===== config.mk =====
export PLATFORM = sky130hd
export DESIGN_NAME = fetch_ctrl_flat
export DESIGN_NICKNAME = d
export VERILOG_FILES = /design/src/rtl/riscv_pkg.sv /design/src/rtl/fetch_ctrl_if.sv /design/src/rtl/fetch_timeout.sv /design/src/rtl/fetch_ctrl.sv /design/src/flat_wrapper.sv
export SDC_FILE = /design/constraint.sdc
export NUM_CORES = 1
export LEC_CHECK = 0
export CORE_MARGIN = 3
export CORE_UTILIZATION = 30
export DETAILED_ROUTE_END_ITERATION = 8
export PLACE_DENSITY_LB_ADDON = 0.2
export SLEW_MARGIN = 20
export SYNTH_ARGS = -nofsm -noshare
export SYNTH_HDL_FRONTEND = slang
export SYNTH_SLANG_ARGS = --single-unit

===== constraint.sdc =====
create_clock -name clk -period 1.3 [get_ports clk]
set_clock_uncertainty 0.05 [all_clocks]
set_input_delay 0.195 -clock clk [delete_from_list [all_inputs] [get_ports clk]]
set_output_delay 0.195 -clock clk [all_outputs]
set_load 0.005 [all_outputs]

===== src/rtl/riscv_pkg.sv =====
`default_nettype none
// ============================================================================
// Module  : riscv_pkg
// Brief   : Shared types and constants for the instruction fetch controller.
// Revision: 1.0 - initial release
// ============================================================================
package riscv_pkg;

   typedef enum logic [1:0] {
      PC_ADV        = 2'b00,
      PC_HOLD_MEM   = 2'b01,
      PC_HOLD_STALL = 2'b10,
      PC_RESTART    = 2'b11
   } pc_choice_e;

   typedef enum logic {
      IDLE  = 1'b0,
      FETCH = 1'b1
   } fetch_state_e;

   localparam int FETCH_TIMEOUT_DEFAULT = 15;

   // Wide enough for the largest supported TIMEOUT of 15.
   localparam int c_WAIT_CNT_W = 4;

endpackage
`default_nettype wire


===== src/rtl/fetch_ctrl_if.sv =====
`default_nettype none
// ============================================================================
// Module  : fetch_ctrl_if
// Brief   : PC, instruction-memory and downstream signals of the fetch stage.
// Revision: 1.0 - initial release
// ============================================================================
interface fetch_ctrl_if;
   import riscv_pkg::*;

   logic [31:0] pc_in;
   pc_choice_e  pc_choice;
   logic        imem_req;
   logic [31:0] imem_addr;
   logic        imem_ready;
   logic [31:0] imem_rdata;
   logic        stall;
   logic        flush;
   logic        instr_valid;
   logic [31:0] instr_out;
   logic [31:0] instr_pc;
   logic        fetch_err;

   modport master (
      input  pc_in, imem_ready, imem_rdata, stall, flush,
      output pc_choice, imem_req, imem_addr, instr_valid, instr_out, instr_pc, fetch_err
   );

   modport slave (
      output pc_in, imem_ready, imem_rdata, stall, flush,
      input  pc_choice, imem_req, imem_addr, instr_valid, instr_out, instr_pc, fetch_err
   );

endinterface
`default_nettype wire


===== src/rtl/fetch_timeout.sv =====
`default_nettype none
// ============================================================================
// Module  : fetch_timeout
// Brief   : Counts consecutive unanswered fetch cycles and flags the timeout.
// Revision: 1.0 - initial release
// ============================================================================
module fetch_timeout
   import riscv_pkg::*;
#(
   parameter int TIMEOUT = FETCH_TIMEOUT_DEFAULT
) (
   input  logic clk,
   input  logic reset,
   input  logic count_en,
   input  logic clear,
   output logic expired
);

   localparam logic [c_WAIT_CNT_W-1:0] c_LIMIT = c_WAIT_CNT_W'(TIMEOUT - 1);
   localparam logic [c_WAIT_CNT_W-1:0] c_ONE   = c_WAIT_CNT_W'(1);

   logic [c_WAIT_CNT_W-1:0] r_count;

   always_ff @(posedge clk) begin
      if (reset || clear) begin
         r_count <= '0;
      end else if (count_en) begin
         r_count <= r_count + c_ONE;
      end
   end

   // Fires on the TIMEOUT-th unanswered cycle, not one cycle after it.
   assign expired = count_en && (r_count == c_LIMIT);

endmodule
`default_nettype wire


===== src/rtl/fetch_ctrl.sv =====
`default_nettype none
// ============================================================================
// Module  : fetch_ctrl
// Brief   : Single-slot instruction fetch controller with timeout restart.
// Revision: 1.0 - initial release
// ============================================================================
module fetch_ctrl
   import riscv_pkg::*;
#(
   parameter int TIMEOUT = FETCH_TIMEOUT_DEFAULT
) (
   input  logic          clk,
   input  logic          reset,
   fetch_ctrl_if.master  bus
);

   fetch_state_e r_state;
   fetch_state_e w_state_nxt;
   pc_choice_e   w_choice;

   logic        r_valid;
   logic [31:0] r_instr;
   logic [31:0] r_pc;
   logic        r_err;

   logic w_req;
   logic w_hs;
   logic w_wait;
   logic w_timeout;
   logic w_restart;
   logic w_cnt_clear;

   // Gating with reset keeps a late memory response from being accepted.
   assign w_req       = !reset && (r_state == FETCH) && (!r_valid || !bus.stall);
   assign w_hs        = w_req && bus.imem_ready;
   assign w_wait      = w_req && !bus.imem_ready;
   assign w_restart   = bus.flush || w_timeout;
   assign w_cnt_clear = w_hs || bus.flush || (r_state == IDLE) || w_timeout;

   fetch_timeout #(
      .TIMEOUT (TIMEOUT)
   ) u_timeout (
      .clk      (clk),
      .reset    (reset),
      .count_en (w_wait),
      .clear    (w_cnt_clear),
      .expired  (w_timeout)
   );

   always_ff @(posedge clk) begin
      if (reset) begin
         r_state <= IDLE;
      end else begin
         r_state <= w_state_nxt;
      end
   end

   always_comb begin
      w_state_nxt = r_state;
      w_choice    = PC_HOLD_STALL;

      case (r_state)
         IDLE:    w_state_nxt = w_restart ? IDLE : FETCH;
         FETCH:   w_state_nxt = w_restart ? IDLE : FETCH;
         default: w_state_nxt = IDLE;
      endcase

      if (reset || w_restart) begin
         w_choice = PC_RESTART;
      end else if (w_hs) begin
         w_choice = PC_ADV;
      end else if (w_wait) begin
         w_choice = PC_HOLD_MEM;
      end
   end

   // Restart discards any same-cycle handshake; a handshake otherwise refills the slot.
   always_ff @(posedge clk) begin
      if (reset) begin
         r_valid <= 1'b0;
         r_instr <= '0;
         r_pc    <= '0;
      end else if (w_restart) begin
         r_valid <= 1'b0;
      end else if (w_hs) begin
         r_valid <= 1'b1;
         r_instr <= bus.imem_rdata;
         r_pc    <= bus.pc_in;
      end else if (r_valid && !bus.stall) begin
         r_valid <= 1'b0;
      end
   end

   always_ff @(posedge clk) begin
      if (reset) begin
         r_err <= 1'b0;
      end else if (w_timeout) begin
         r_err <= 1'b1;
      end
   end

   assign bus.pc_choice   = w_choice;
   assign bus.imem_req    = w_req;
   assign bus.imem_addr   = bus.pc_in;
   assign bus.instr_valid = r_valid;
   assign bus.instr_out   = r_instr;
   assign bus.instr_pc    = r_pc;
   assign bus.fetch_err   = r_err;

endmodule
`default_nettype wire


===== src/flat_wrapper.sv =====
// flat-port wrapper written by rule: the top's interface ports become plain ports
module fetch_ctrl_flat import riscv_pkg::*;
#(
   parameter int TIMEOUT = FETCH_TIMEOUT_DEFAULT
)
  (clk, reset, bus_pc_in, bus_imem_ready, bus_imem_rdata, bus_stall, bus_flush, bus_pc_choice, bus_imem_req, bus_imem_addr, bus_instr_valid, bus_instr_out, bus_instr_pc, bus_fetch_err);
  fetch_ctrl_if bus_i ();
  input  logic clk;
  input  logic reset;
  input wire logic [$bits(bus_i.pc_in)-1:0] bus_pc_in;
  input wire logic [$bits(bus_i.imem_ready)-1:0] bus_imem_ready;
  input wire logic [$bits(bus_i.imem_rdata)-1:0] bus_imem_rdata;
  input wire logic [$bits(bus_i.stall)-1:0] bus_stall;
  input wire logic [$bits(bus_i.flush)-1:0] bus_flush;
  output wire logic [$bits(bus_i.pc_choice)-1:0] bus_pc_choice;
  output wire logic [$bits(bus_i.imem_req)-1:0] bus_imem_req;
  output wire logic [$bits(bus_i.imem_addr)-1:0] bus_imem_addr;
  output wire logic [$bits(bus_i.instr_valid)-1:0] bus_instr_valid;
  output wire logic [$bits(bus_i.instr_out)-1:0] bus_instr_out;
  output wire logic [$bits(bus_i.instr_pc)-1:0] bus_instr_pc;
  output wire logic [$bits(bus_i.fetch_err)-1:0] bus_fetch_err;
  assign bus_i.pc_in = bus_pc_in;
  assign bus_i.imem_ready = bus_imem_ready;
  assign bus_i.imem_rdata = bus_imem_rdata;
  assign bus_i.stall = bus_stall;
  assign bus_i.flush = bus_flush;
  assign bus_pc_choice = bus_i.pc_choice;
  assign bus_imem_req = bus_i.imem_req;
  assign bus_imem_addr = bus_i.imem_addr;
  assign bus_instr_valid = bus_i.instr_valid;
  assign bus_instr_out = bus_i.instr_out;
  assign bus_instr_pc = bus_i.instr_pc;
  assign bus_fetch_err = bus_i.fetch_err;
  fetch_ctrl #(.TIMEOUT(TIMEOUT)) u_core (.clk(clk), .reset(reset), .bus(bus_i));
endmodule

==> flow_summary.toml <==
[synth]
ys_seq_elements = 71
synth_edf_count = 0
ys_seq_area_share_pct = 43.8
syn_avg_cell_area_sq_um = 8.70
syn_nets = 444
synthCells = 373
synth-main-ff-cell = "dfxtp_1"
synth_top_area_share_pct = 43.8
yosysUniqueCellTypes = 32
synth_area_leaders = "dfxtp_1, a21oi_1, nand3_1, o21ai_0, buf_4"
ys_warn_count = 0
synth_area_sq_um = 3250
async_flop_share_pct = 0
yosys.area.top_type = "dfxtp_1"

[grt]
gr-max-usage-layer = "met2"
track_usage_pct = 22.0
grt-ovfl-total = 0
grt_pass1_vias = 3634
grtUsageMet2_pct = 36.7
grt_pass1_wl_mm = 20.3
use_met3_pct = 5.07
grt_max_degree = 38
grtUsageMet1_pct = 28.5
grt_antenna_before_repair = 0

[critical_path]
worstPathCellList = "inv_2, ha_4, nand3_4, nor2_2, or4_1, buf_2"
end_kind = "output port"
worstPathMaxFanout = 2
critPathArrivalTime_ps = 1550
critPathSlowestCell = "or4_1"
crit_required_ps = 1050
ff2ff_setup_slack_ps = -380
critPathKind = "flop to output port"
max_stage_delay_ps = 400
start_kind = "flop"

[clock_tree]
cts_hold_buf = 0
clkSinkCount = 71
cts_buffers = 9
htree_levels = 3
cts_tree = "yes"
clkTransAtPathRegs_ps = 80
clock_latency_ps = 340
cts_max_path_buffers = 2
cts_root_buffer = "clkbuf_8"

[flow_run]
drv_cap = 0

[drt]
drt_iter0_markers = 75
first_pass_iters = 4
wl_per_cell_um = 19.4
finalWirelength_mm = 14.0
final_antenna_net_count = 0
drc = 0
via_per_inst = 5.17
vias = 3736

[pwr]
p_total_mw = 5.62
p_leak_nw = 2.63
p_per_area_nw_per_um2 = 805
peakVddDrop_mv = 0.591

[sta]
final.setup.tns_ps = -20610
setup_violations = 73
worst_slew_pin_slew_ps = 559
post-route-min-period_ps = 1790
hold_viol = 0
max_freq_mhz = 557
fin_ws_ps = -495
relSlewSlack_pct = 62.7
timing.final.crit_share_pct = 138
grt_setup_unrepaired = "true"
finalMaxSlewViolations = 0

[finish]
final_cell_mix = "dlygate4sd2_1, clkdlybuf4s50_1, dfxtp_1"
layoutNonFillerInstCount = 723
drive_gt1_share_pct = 49.7
n_antenna_cell = 0
final_common_cell = "dlygate4sd2_1"
fin_nets = 653
area_delta_synth_final_pct = 115

[floorplanning]
fp.dieW_um = 110
boundaryPins = 170
rows = 37
die_h_um = 110
core_area_sq_um = 10400
initial_core_util_pct = 31.2
design.die.area_sq_um = 12100

[place]
io_buffers = 169
dp_hpwl_mm = 6.78
dp_cells = 663
place_congestion = 0.850
pre_cts_slack_ps = -737

[run_status]
outcome = "finished with violations"
failed_checks = "negative setup slack"

[hold_path]
hold_class = "primary input to flop"
per-layer routing:
layer  up-vias  wire, um
met5         -         0
met4         0       131
met3        13       945
met2       120      7130
met1      1844      5810
li1       1759         -
stage by stage:
stage | instance area [sq um] | hold WS (ps) | utilization [%]
after global routing | 6980 | 362 | 67.0
after floorplan | 3250 | 290 | -
after CTS | 6430 | 341 | 61.8
final | 6980 | 359 | 67.0
after detailed placement | 5040 | 410 | 48.3
after global placement | 5040 | 406 | 48.3
cells by family (layout without fill, tap and decap cells):
family / after synthesis / in the layout / synth area share (%)
simple gates: 80 / 80 / 12.5
buf+inv: 73 / 286 / 18.3
flops: 71 / 71 / 43.8
compound gates: 147 / 148 / 24.7
fa+ha+maj: 2 / 2 / 0.771
sequential cells by signal, summed over array words and instances, names as in the netlist:
signal,cells
u_core.bus.fetch_err,1
u_core.bus.instr_out,32
u_core.bus.instr_valid,1
u_core.r_state,1
u_core.u_timeout.r_count,4
u_core.bus.instr_pc,32
synth_stat cells (all sizes together), types with 3 or more instances:
cell,count
buf,42
nand4,3
a21oi,66
o21ai,64
nand2,3
clkbuf,23
nor2,3
nand3,66
a21boi,3
inv,6
o31ai,3
dfxtp,71
timing repair:
item                       in CTS  in global routing
setup endpoints to repair     169                 73
buffers inserted               23                 14
pin swaps                      55                 95
gates cloned                   21                  0
resized for setup             261                162
final cells by class:
type,instances,area [sq um]
Fill cell,844,3440
Timing Repair Buffer,264,2850
Sequential cell,71,1430
Inverter,6,22.5
Multi-Input combinational cell,230,2260
Tap cell,136,170
Clock buffer,11,141
Clock inverter,5,104
critical path: cells and delay by family (launching register included):
kind	cells	cell delay (ps)
adder cells (fa/ha/maj)	1	160
buffers and inverters	2	190
flip-flops	1	330
AND/OR/NAND/NOR	3	530
path summary, 6_finish.rpt:
check / from / endpoint / depth (start not counted)
setup / recovery: u_core.u_timeout.r_count[0] / bus_pc_choice[1] / 6
hold / removal: bus_imem_rdata[15] / u_core.bus.instr_out[15] / 3
setup reg to reg: u_core.u_timeout.r_count[1] / u_core.u_timeout.r_count[2] / 8
hold reg to reg: u_core.bus.instr_pc[30] / u_core.bus.instr_pc[30] / 2
report_power, final:
part	switching, mW	internal [mW]	total (mW)
sequential	0.0151	2.20	2.21
combinational	0.551	0.642	1.19
clock	0.880	1.33	2.21
Power figures use the tool's default switching activity.
